## config.mk

```make
export PLATFORM = sky130hd
export DESIGN_NAME = fsram_drain
export DESIGN_NICKNAME = d
export VERILOG_FILES = /design/src/rtl/fsram_drain.sv
export SDC_FILE = /design/constraint.sdc
export NUM_CORES = 1
export LEC_CHECK = 0
export BUFFER_PORTS_ARGS = -buffer_cell sky130_fd_sc_hd__clkbuf_2
export CAP_MARGIN = 20
export CORE_ASPECT_RATIO = 0.7
export CORE_MARGIN = 3
export CORE_UTILIZATION = 35
export DETAILED_ROUTE_END_ITERATION = 12
export PLACE_DENSITY_LB_ADDON = 0.25
export SLEW_MARGIN = 30
export SYNTH_ARGS = -nofsm -noshare
export SYNTH_HDL_FRONTEND = slang
export SYNTH_SLANG_ARGS = --single-unit
```

## constraint.sdc

```tcl
create_clock -name clk -period 4.35 [get_ports clk]
set_clock_uncertainty 0.15 [all_clocks]
set_input_delay 0 -clock clk [delete_from_list [all_inputs] [get_ports clk]]
set_output_delay 0 -clock clk [all_outputs]
set_load 0.05 [all_outputs]
```

## src/rtl/fsram_drain.sv

```systemverilog
`default_nettype none
// ============================================================================
// Module   : fsram_drain
// Purpose  : Reads one feature map from FSRAM port B and streams its packed
//            pixel pairs out as single 8-bit pixels, raster or serpentine.
// Revision : 1.0 - initial release
// ============================================================================
module fsram_drain #(
  parameter int ROW = 16,
  parameter int COL = 256,
  parameter int AW  = 12
) (
  input  logic          clk,
  input  logic          rst,
  input  logic          start,
  input  logic          serp,
  output logic          CENB,
  output logic [AW-1:0] AB,
  input  logic [15:0]   QB,
  output logic [7:0]    pix_out,
  output logic          pix_valid,
  input  logic          pix_ready,
  output logic          pix_last_col,
  output logic          busy,
  output logic          done
);

  localparam int HALF = COL / 2;
  localparam int KW   = (HALF > 1) ? $clog2(HALF) : 1;
  localparam int RW   = (ROW > 1) ? $clog2(ROW) : 1;
  localparam logic [KW-1:0] c_k_last   = KW'(HALF - 1);
  localparam logic [RW-1:0] c_row_last = RW'(ROW - 1);
  localparam logic [AW-1:0] c_half     = AW'(HALF);

  typedef enum logic [1:0] {
    S_IDLE  = 2'd0,
    S_READ  = 2'd1,
    S_DRAIN = 2'd2
  } state_t;

  state_t          r_state;
  state_t          w_state_nxt;
  logic            r_serp;
  logic [RW-1:0]   r_row;
  logic [KW-1:0]   r_k;
  logic [AW-1:0]   r_ab;
  logic            r_inflight;
  logic            r_inf_rev;
  logic            r_inf_last;
  logic            r_done;
  logic            w_done_nxt;
  logic            w_issue;

  // Two-entry word buffer; each entry carries its row direction and row-end flag
  logic [15:0]     r_mem_data [2];
  logic            r_mem_rev  [2];
  logic            r_mem_last [2];
  logic            r_wptr;
  logic            r_rptr;
  logic [1:0]      r_cnt;
  logic            r_bsel;

  logic            w_valid;
  logic            w_hs;
  logic            w_pop;
  logic            w_rev_row;
  logic            w_row_end;
  logic            w_last_row;
  logic            w_room;
  logic [AW-1:0]   w_addr;
  logic [15:0]     w_head;
  logic [7:0]      w_first;
  logic [7:0]      w_second;

  assign w_valid    = (r_cnt != 2'd0);
  assign w_hs       = w_valid & pix_ready;
  assign w_pop      = w_hs & r_bsel;
  assign w_rev_row  = r_serp & r_row[0];
  assign w_row_end  = w_rev_row ? (r_k == '0) : (r_k == c_k_last);
  assign w_last_row = (r_row == c_row_last);
  assign w_addr     = AW'(r_row) * c_half + AW'(r_k);
  // Post-pop occupancy plus the read whose data lands at the next edge
  assign w_room     = (({1'b0, r_cnt} + {2'b00, r_inflight}) - {2'b00, w_pop}) < 3'd2;

  always_ff @(posedge clk or posedge rst) begin
    if (rst) r_state <= S_IDLE;
    else     r_state <= w_state_nxt;
  end

  always_comb begin
    w_state_nxt = r_state;
    w_issue     = 1'b0;
    w_done_nxt  = 1'b0;
    case (r_state)
      S_IDLE:  if (start) w_state_nxt = S_READ;
      S_READ: begin
        w_issue = w_room;
        if (w_room && w_row_end && w_last_row) w_state_nxt = S_DRAIN;
      end
      S_DRAIN: begin
        if (w_pop && (r_cnt == 2'd1) && !r_inflight) begin
          w_state_nxt = S_IDLE;
          w_done_nxt  = 1'b1;
        end
      end
      default: w_state_nxt = S_IDLE;
    endcase
  end

  always_ff @(posedge clk or posedge rst) begin
    if (rst) begin
      r_serp     <= 1'b0;
      r_row      <= '0;
      r_k        <= '0;
      r_ab       <= '0;
      r_inflight <= 1'b0;
      r_inf_rev  <= 1'b0;
      r_inf_last <= 1'b0;
      r_done     <= 1'b0;
    end else begin
      r_done     <= w_done_nxt;
      r_inflight <= w_issue;
      r_inf_rev  <= w_rev_row;
      r_inf_last <= w_row_end;
      if (r_state == S_IDLE && start) begin
        r_serp <= serp;
        r_row  <= '0;
        r_k    <= '0;
      end else if (w_issue) begin
        r_ab <= w_addr;
        if (w_row_end) begin
          if (!w_last_row) begin
            r_row <= r_row + RW'(1);
            // The next row runs reversed when serpentine and the current row is even
            r_k   <= (r_serp & ~r_row[0]) ? c_k_last : '0;
          end
        end else begin
          r_k <= w_rev_row ? (r_k - KW'(1)) : (r_k + KW'(1));
        end
      end
    end
  end

  always_ff @(posedge clk or posedge rst) begin
    if (rst) begin
      for (int i = 0; i < 2; i++) begin
        r_mem_data[i] <= '0;
        r_mem_rev[i]  <= 1'b0;
        r_mem_last[i] <= 1'b0;
      end
      r_wptr <= 1'b0;
      r_rptr <= 1'b0;
      r_cnt  <= 2'd0;
      r_bsel <= 1'b0;
    end else begin
      if (r_inflight) begin
        r_mem_data[r_wptr] <= QB;
        r_mem_rev[r_wptr]  <= r_inf_rev;
        r_mem_last[r_wptr] <= r_inf_last;
        r_wptr             <= ~r_wptr;
      end
      if (w_pop) begin
        r_rptr <= ~r_rptr;
        r_bsel <= 1'b0;
      end else if (w_hs) begin
        r_bsel <= 1'b1;
      end
      r_cnt <= (r_cnt + {1'b0, r_inflight}) - {1'b0, w_pop};
    end
  end

  assign w_head   = r_mem_data[r_rptr];
  assign w_first  = r_mem_rev[r_rptr] ? w_head[7:0]  : w_head[15:8];
  assign w_second = r_mem_rev[r_rptr] ? w_head[15:8] : w_head[7:0];

  assign CENB         = ~w_issue;
  assign AB           = w_issue ? w_addr : r_ab;
  assign pix_valid    = w_valid;
  assign pix_out      = !w_valid ? 8'h00 : (r_bsel ? w_second : w_first);
  assign pix_last_col = w_valid & r_mem_last[r_rptr] & r_bsel;
  assign busy         = (r_state != S_IDLE);
  assign done         = r_done;

endmodule
`default_nettype wire

```

==> results of run 1 <==
[worst min-delay path by stage]
stage | startpoint | to | slack [ns] | depth (start not counted)
floorplan | serp | r_serp | -0.04 | 2
global placement | rst | r_ab[9] | -0.11 | 2
detailed placement | rst | r_ab[7] | -0.09 | 2
CTS | rst | r_ab[7] | 0.10 | 3
global route | rst | r_ab[9] | 0.13 | 3
finish | rst | r_ab[9] | 0.08 | 3
[where the power goes]
part	internal, mW	total, mW	leakage [nW]	switching, mW
logic	0.668	1.81	1.07	1.14
registers	0.920	1.10	0.885	0.184
clock network	0.415	0.684	0.136	0.269
total	2.00	3.60	2.09	1.60
[placed cells by master (no fill, tap or decap), drive strengths merged, types with 4 or more instances in the layout]
cell         netlist  layout
a211oi             4       4
a21o               4       4
a22o               4       4
and2              12      12
clkbuf             3      58
dfrtp             71      71
dlygate4sd3        0      22
ha                 7       7
inv               11      11
mux2              36      36
mux4               8       8
nand2             55      55
nand3              5       5
nor2              11      11
o21ai              8       8
xnor2              6       6
[registers in the layout (all words and copies together) (netlist names), 2 cells and up]
signal and count:
r_mem_data 32, r_row 4, r_k 7, r_mem_rev 2
r_state 2, r_cnt 2, r_ab 12, r_mem_last 2
[critical path, cell delays in order, from the launching register on]
cell	delay, ns
dfrtp_1	0.44
nand2_1	0.14
nor3b_1	0.41
a21o_1	0.14
ha_1	0.14
inv_1	0.05
fa_1	0.37
xnor2_1	0.25
or3b_1	0.62
inv_2	0.31
nand2_1	0.12
nand2_1	0.09
clkbuf_2	0.28
[timing repair]
action,in CTS,in global routing
endpoints found under the hold margin,65,0
hold buffers,22,0
setup buffers,0,0
[final cells by class]
| class | count | share of cell area |
|---|---|---|
| clock buffer | 13 | 0.0606 |
| multi-input combinational | 202 | 0.368 |
| inverter | 11 | 0.00962 |
| timing repair buffer | 69 | 0.107 |
| sequential | 71 | 0.414 |
| tap | 124 | 0.0361 |
| clock inverter | 3 | 0.00408 |
[metal layers]
metal,up-vias,part of all wire
met1,1198,0.52
met5,-,0
li1,1176,-
met4,0,0.0054
met2,59,0.42
met3,2,0.058
[logic make-up after synthesis]
kind of cell	Yosys count
flops	71
xor+xnor	8
fa+ha+maj	9
compound gates	37
mux	47
simple gates	101
buf+inv	18
==> summary.md, run 1 <==
| Metric | Value |
|---|---|
| Status | `finished clean` |
| Root buf cell | `clkbuf_16` |
| Final setup violation count | `0` |
| Final Instance Area | `4290 um^2` |
| Port Buffer Count | `45` |
| Dpl hpwl | `5.39 mm` |
| CP startpoint | `r_bsel` |
| Peak VDD IR | `0.000314 V` |
| Yosys top cell area share | `0.519` |
| Vias in the first global route | `2,579` |
| Simple-gate area share of the yosys netlist | `0.142` |
| GR Util met3 | `0.0543` |
| 1st-pass router iterations | `4` |
| Worst Tran Pin Value | `0.946 ns` |
| Sequential area share after synthesis | `0.519` |
| GR Overflow Total | `0` |
| EDFF count, synth | `0` |
| Worst slack, placed | `0.796 ns` |
| Reg2Reg Depth | `11` |
| DR vias | `2,435` |
| Total power | `3.60 mW` |
| Synth warnings | `0` |
| Worst setup path end | `AB[0]` |
| Longest Clk Path Bufs | `2` |
| Number of I/O pins | `46` |
| Util after Layout | `0.462` |
| Total clock sinks | `71` |
| Layout Cells excl Fill | `493` |
| CP max FO | `14` |
| Fillcell total | `893` |
| Vias per cell | `4.94` |
| Setup ws final | `0.493 ns` |
| DRC | `0` |
| Die Span X | `124 um` |
| Placed Cells incl. Taps | `455` |
| Setup crit end kind | `primary output` |
| Ys async rst share | `1.00` |
| Core Rows | `29` |
| GRT met1 Usage | `0.212` |
| CTS tree | `yes` |
| CP startpoint kind | `flop` |
| Total die area | `11,000 um^2` |
| Post-DP Area | `3790 um^2` |
| PD cells | `839 nW/um^2` |
| Unrepaired setup endpoints after global routing | `no` |
| Syn Inst Count | `291` |
| Post-route ant nets | `0` |
| Max Fclk | `259 MHz` |
| Mapped Nets | `321` |
| Worst EP arrival | `3.71 ns` |
| P&R area growth vs syn | `25.4%` |
| Worst skew pair latency | `0.33 ns` |
| Diode count | `0` |
| Synth Cell Area | `3420 um^2` |
| Top_reg_cell synth | `dfrtp_1` |
| WL final | `7.59 mm` |
| Critical setup path kind | `reg -> out` |
| Adder-cell share of the synthesized area | `0.0373` |
| Multiplexer share of the synthesized area | `0.180` |
| Setup_tns | `0 ns` |
| Final Cycle Share | `0.887` |
| Fraction of synthesized cell area in xor and xnor cells | `0.0205` |
| Post-layout min period | `3.86 ns` |
| Initial DRC Count | `127` |
| Syn Area/Cell | `11.8 um^2` |
| Static leakage | `2.09 nW` |
| Reg-to-reg endpoint | `r_row[2]` |
| Number of antenna violations at the first check in global routing | `0` |
| CTS resizes | `0` |
| Worst R2R Setup Slack | `0.72 ns` |
| CORE AREA | `9290 um^2` |
| Relative slew slack | `0.369` |
| Grt met2 use | `0.225` |
| Compound-Gate Fraction of Synth Area | `0.0804` |
| Die height | `88.8 um` |
| GRT busiest layer | `met2` |
| Most frequent cell after synthesis | `dfrtp_1` |
| Largest family of logic cells by synthesized area | `multiplexers` |
| H-tree depth | `3` |
| Synthesis-stage register bit count | `71` |
| Worst-path clk slew | `0.06 ns` |
| Wire per inst | `15.4 um` |
| Distinct cells, synth | `49` |
| Nets | `394` |
| Inserted Clock Buffers | `9` |
| Area of the multi-input gates | `1580 um^2` |
| Layout cells sized above 1 | `0.312` |
| Hold WS | `0.0823 ns` |
| GPL Wtd Cong | `0.823` |
| Max cap viols | `0` |
| Critical Path RT | `4.20 ns` |
| Largest net degree at the start of global routing | `49` |
| Final hold vios | `0` |
| First-pass GRT wire length | `13.1 mm` |
| Total GRT Usage | `0.152` |
| Largest area contributor in the netlist | `dfrtp_1` |
| Initial Util | `0.369` |
| Slew Limit Fails | `0` |
| Synth area leaders | `dfrtp_1, mux2_2, nand2_1` |
| Sequential Area | `1780 um^2` |
| Commonest cells post-synth | `dfrtp_1, nand2_1, mux2_2` |
| Worst reg2reg startpoint | `r_bsel` |
| Min-delay worst type | `in -> async` |
Power figures use the tool's default switching activity.
==> inputs of run 2 (changes only) <==
Settings changed: CORE_MARGIN 3 to 2.
==> summary.md, run 2 (same netlist as run 1, synthesis figures left out) <==
| Metric | Value |
|---|---|
| Status | `finished clean` |
| Peak VDD IR | `0.000395 V` |
| Comb pwr share | `0.481` |
| Total clock sinks | `71` |
| Critical setup path kind | `reg -> out` |
| Initial DRC Count | `145` |
| Initial Util | `0.356` |
| Worst reg2reg startpoint | `r_bsel` |
| Hold WS | `0.185 ns` |
| CTS tree | `yes` |
| Largest net degree at the start of global routing | `72` |
| GPL Wtd Cong | `0.851` |
| Total GRT Usage | `0.155` |
| Vias in the first global route | `2,473` |
| Util after Layout | `0.455` |
| Die Span X | `122 um` |
| Most frequent cells in the layout | `dfrtp_1, nand2_1, clkbuf_2` |
| Setup crit end kind | `primary output` |
| Reg-to-reg endpoint | `r_row[2]` |
| Sw Share | `0.427` |
| Number of antenna violations at the first check in global routing | `0` |
| Post CTS Setup Buffer Count | `0` |
| Relative slew slack | `0.445` |
| CORE AREA | `9610 um^2` |
| Total power | `3.76 mW` |
| Static leakage | `2.13 nW` |
| Unrepaired setup endpoints after global routing | `no` |
| Flop pwr share | `0.292` |
| DR vias | `2,460` |
| Biggest register | `r_mem_data` |
| Max FFs per register | `32` |
| WL final | `7.39 mm` |
| PD cells | `861 nW/um^2` |
| Psw | `1.61 mW` |
| Setup ws final | `0.427 ns` |
| Vias per cell | `4.95` |
| Slew Limit Fails | `0` |
| Layout cells sized above 1 | `0.317` |
| H-tree depth | `3` |
| Largest regs | `r_mem_data: 32 flops, r_ab: 12 flops, r_k: 7 flops` |
| Wire per inst | `14.9 um` |
| Dpl hpwl | `4.99 mm` |
| Final Cycle Share | `0.902` |
| Worst Tran Pin Value | `0.831 ns` |
| Number of I/O pins | `46` |
| GR Overflow Total | `0` |
| Final setup violation count | `0` |
| CP max FO | `20` |
| DRC | `0` |
| Max Fclk | `255 MHz` |
| Port Buffer Count | `45` |
| Max cap viols | `0` |
| Final hold vios | `0` |
| First-pass GRT wire length | `12.5 mm` |
| P&R area growth vs syn | `27.7%` |
| 1st-pass router iterations | `4` |
| Core Rows | `30` |
| Commonest non-fill, non-tap cell in the layout | `dfrtp_1` |
| Nets | `394` |
| Worst slack, placed | `0.744 ns` |
| Pint | `2.16 mW` |
| Post-route ant nets | `0` |
| Worst-path clk slew | `0.05 ns` |
| Worst R2R Setup Slack | `0.69 ns` |
| Worst skew pair latency | `0.33 ns` |
| Min-delay worst type | `in -> async` |
| Inserted Clock Buffers | `9` |
| Clock Power Share | `0.227` |
| CP startpoint kind | `flop` |
| Post-layout min period | `3.92 ns` |
| Diode count | `0` |
| Critical Path RT | `4.20 ns` |
| Setup_tns | `0 ns` |
| Reg2Reg Depth | `11` |
| Root buf cell | `clkbuf_16` |
| Total die area | `10,600 um^2` |
| CP startpoint | `r_bsel` |
| CTS resizes | `0` |
| Die height | `86.8 um` |
| Longest Clk Path Bufs | `2` |
| Worst EP arrival | `3.77 ns` |
## run 2: changes by cell type in the layout (fill, tap and decap cells not counted), sizes merged
cell,change
bufinv,+3
clkbuf,-3
## run 2: per-stage QoR
stage          instances  cell area [um^2]
2_1_floorplan        291              3420
3_3_place_gp         458              3780
3_5_place_dp         459              3800
4_1_cts              497              4360
5_1_grt              497              4370
6_report             497              4370
## run 2: how the worst max path moves through the flow
| stage | end | slack, ns | cells after the start |
|---|---|---|---|
| floorplan | AB[10] | 1.07 | 12 |
| global placement | r_row[2] | 0.88 | 11 |
| detailed placement | r_row[2] | 0.74 | 11 |
| CTS | AB[10] | 0.43 | 12 |
| global route | AB[10] | 0.15 | 12 |
| finish | AB[10] | 0.43 | 12 |
## run 2: final cells by class
cell class	count	area, um^2
Clock buffer	10	239
Clock inverter	6	108
Fill cell	939	5240
Inverter	11	41.3
Multi-Input combinational cell	202	1580
Sequential cell	71	1780
Tap cell	128	160
Timing Repair Buffer	69	468
## run 2: power by group through the flow
stage               sequential, mW  combinational (mW)  clock, mW
floorplan                     1.05                1.46          0
global placement              1.10                1.77          0
detailed placement            1.11                1.80          0
CTS                           1.10                1.83      0.874
global route                  1.14                1.97      0.900
finish                        1.10                1.81      0.853
## run 2: what timing repair did
item / in CTS / in global routing
hold buffers: 22 / 0
setup endpoints to repair: 0 / 0
hold endpoints to repair: 113 / 0
## run 2: critical path, stage by stage (launching register included)
cell and delay, ns:
dfrtp_1 0.43, nand2_1 0.14, nor3b_1 0.36, a21o_1 0.13
ha_1 0.14, inv_1 0.05, fa_1 0.37, xnor2_1 0.24
or3b_1 0.71, inv_2 0.35, nand2_1 0.13, nand2_1 0.10
clkbuf_2 0.28
## run 2: routing by layer
layer / vias up / wire length [um] / track usage
li1: 1177 / - / -
met1: 1223 / 3670 / 0.216
met2: 52 / 3240 / 0.224
met3: 8 / 389 / 0.0586
met4: 0 / 92 / 0.0449
met5: - / 0 / 0
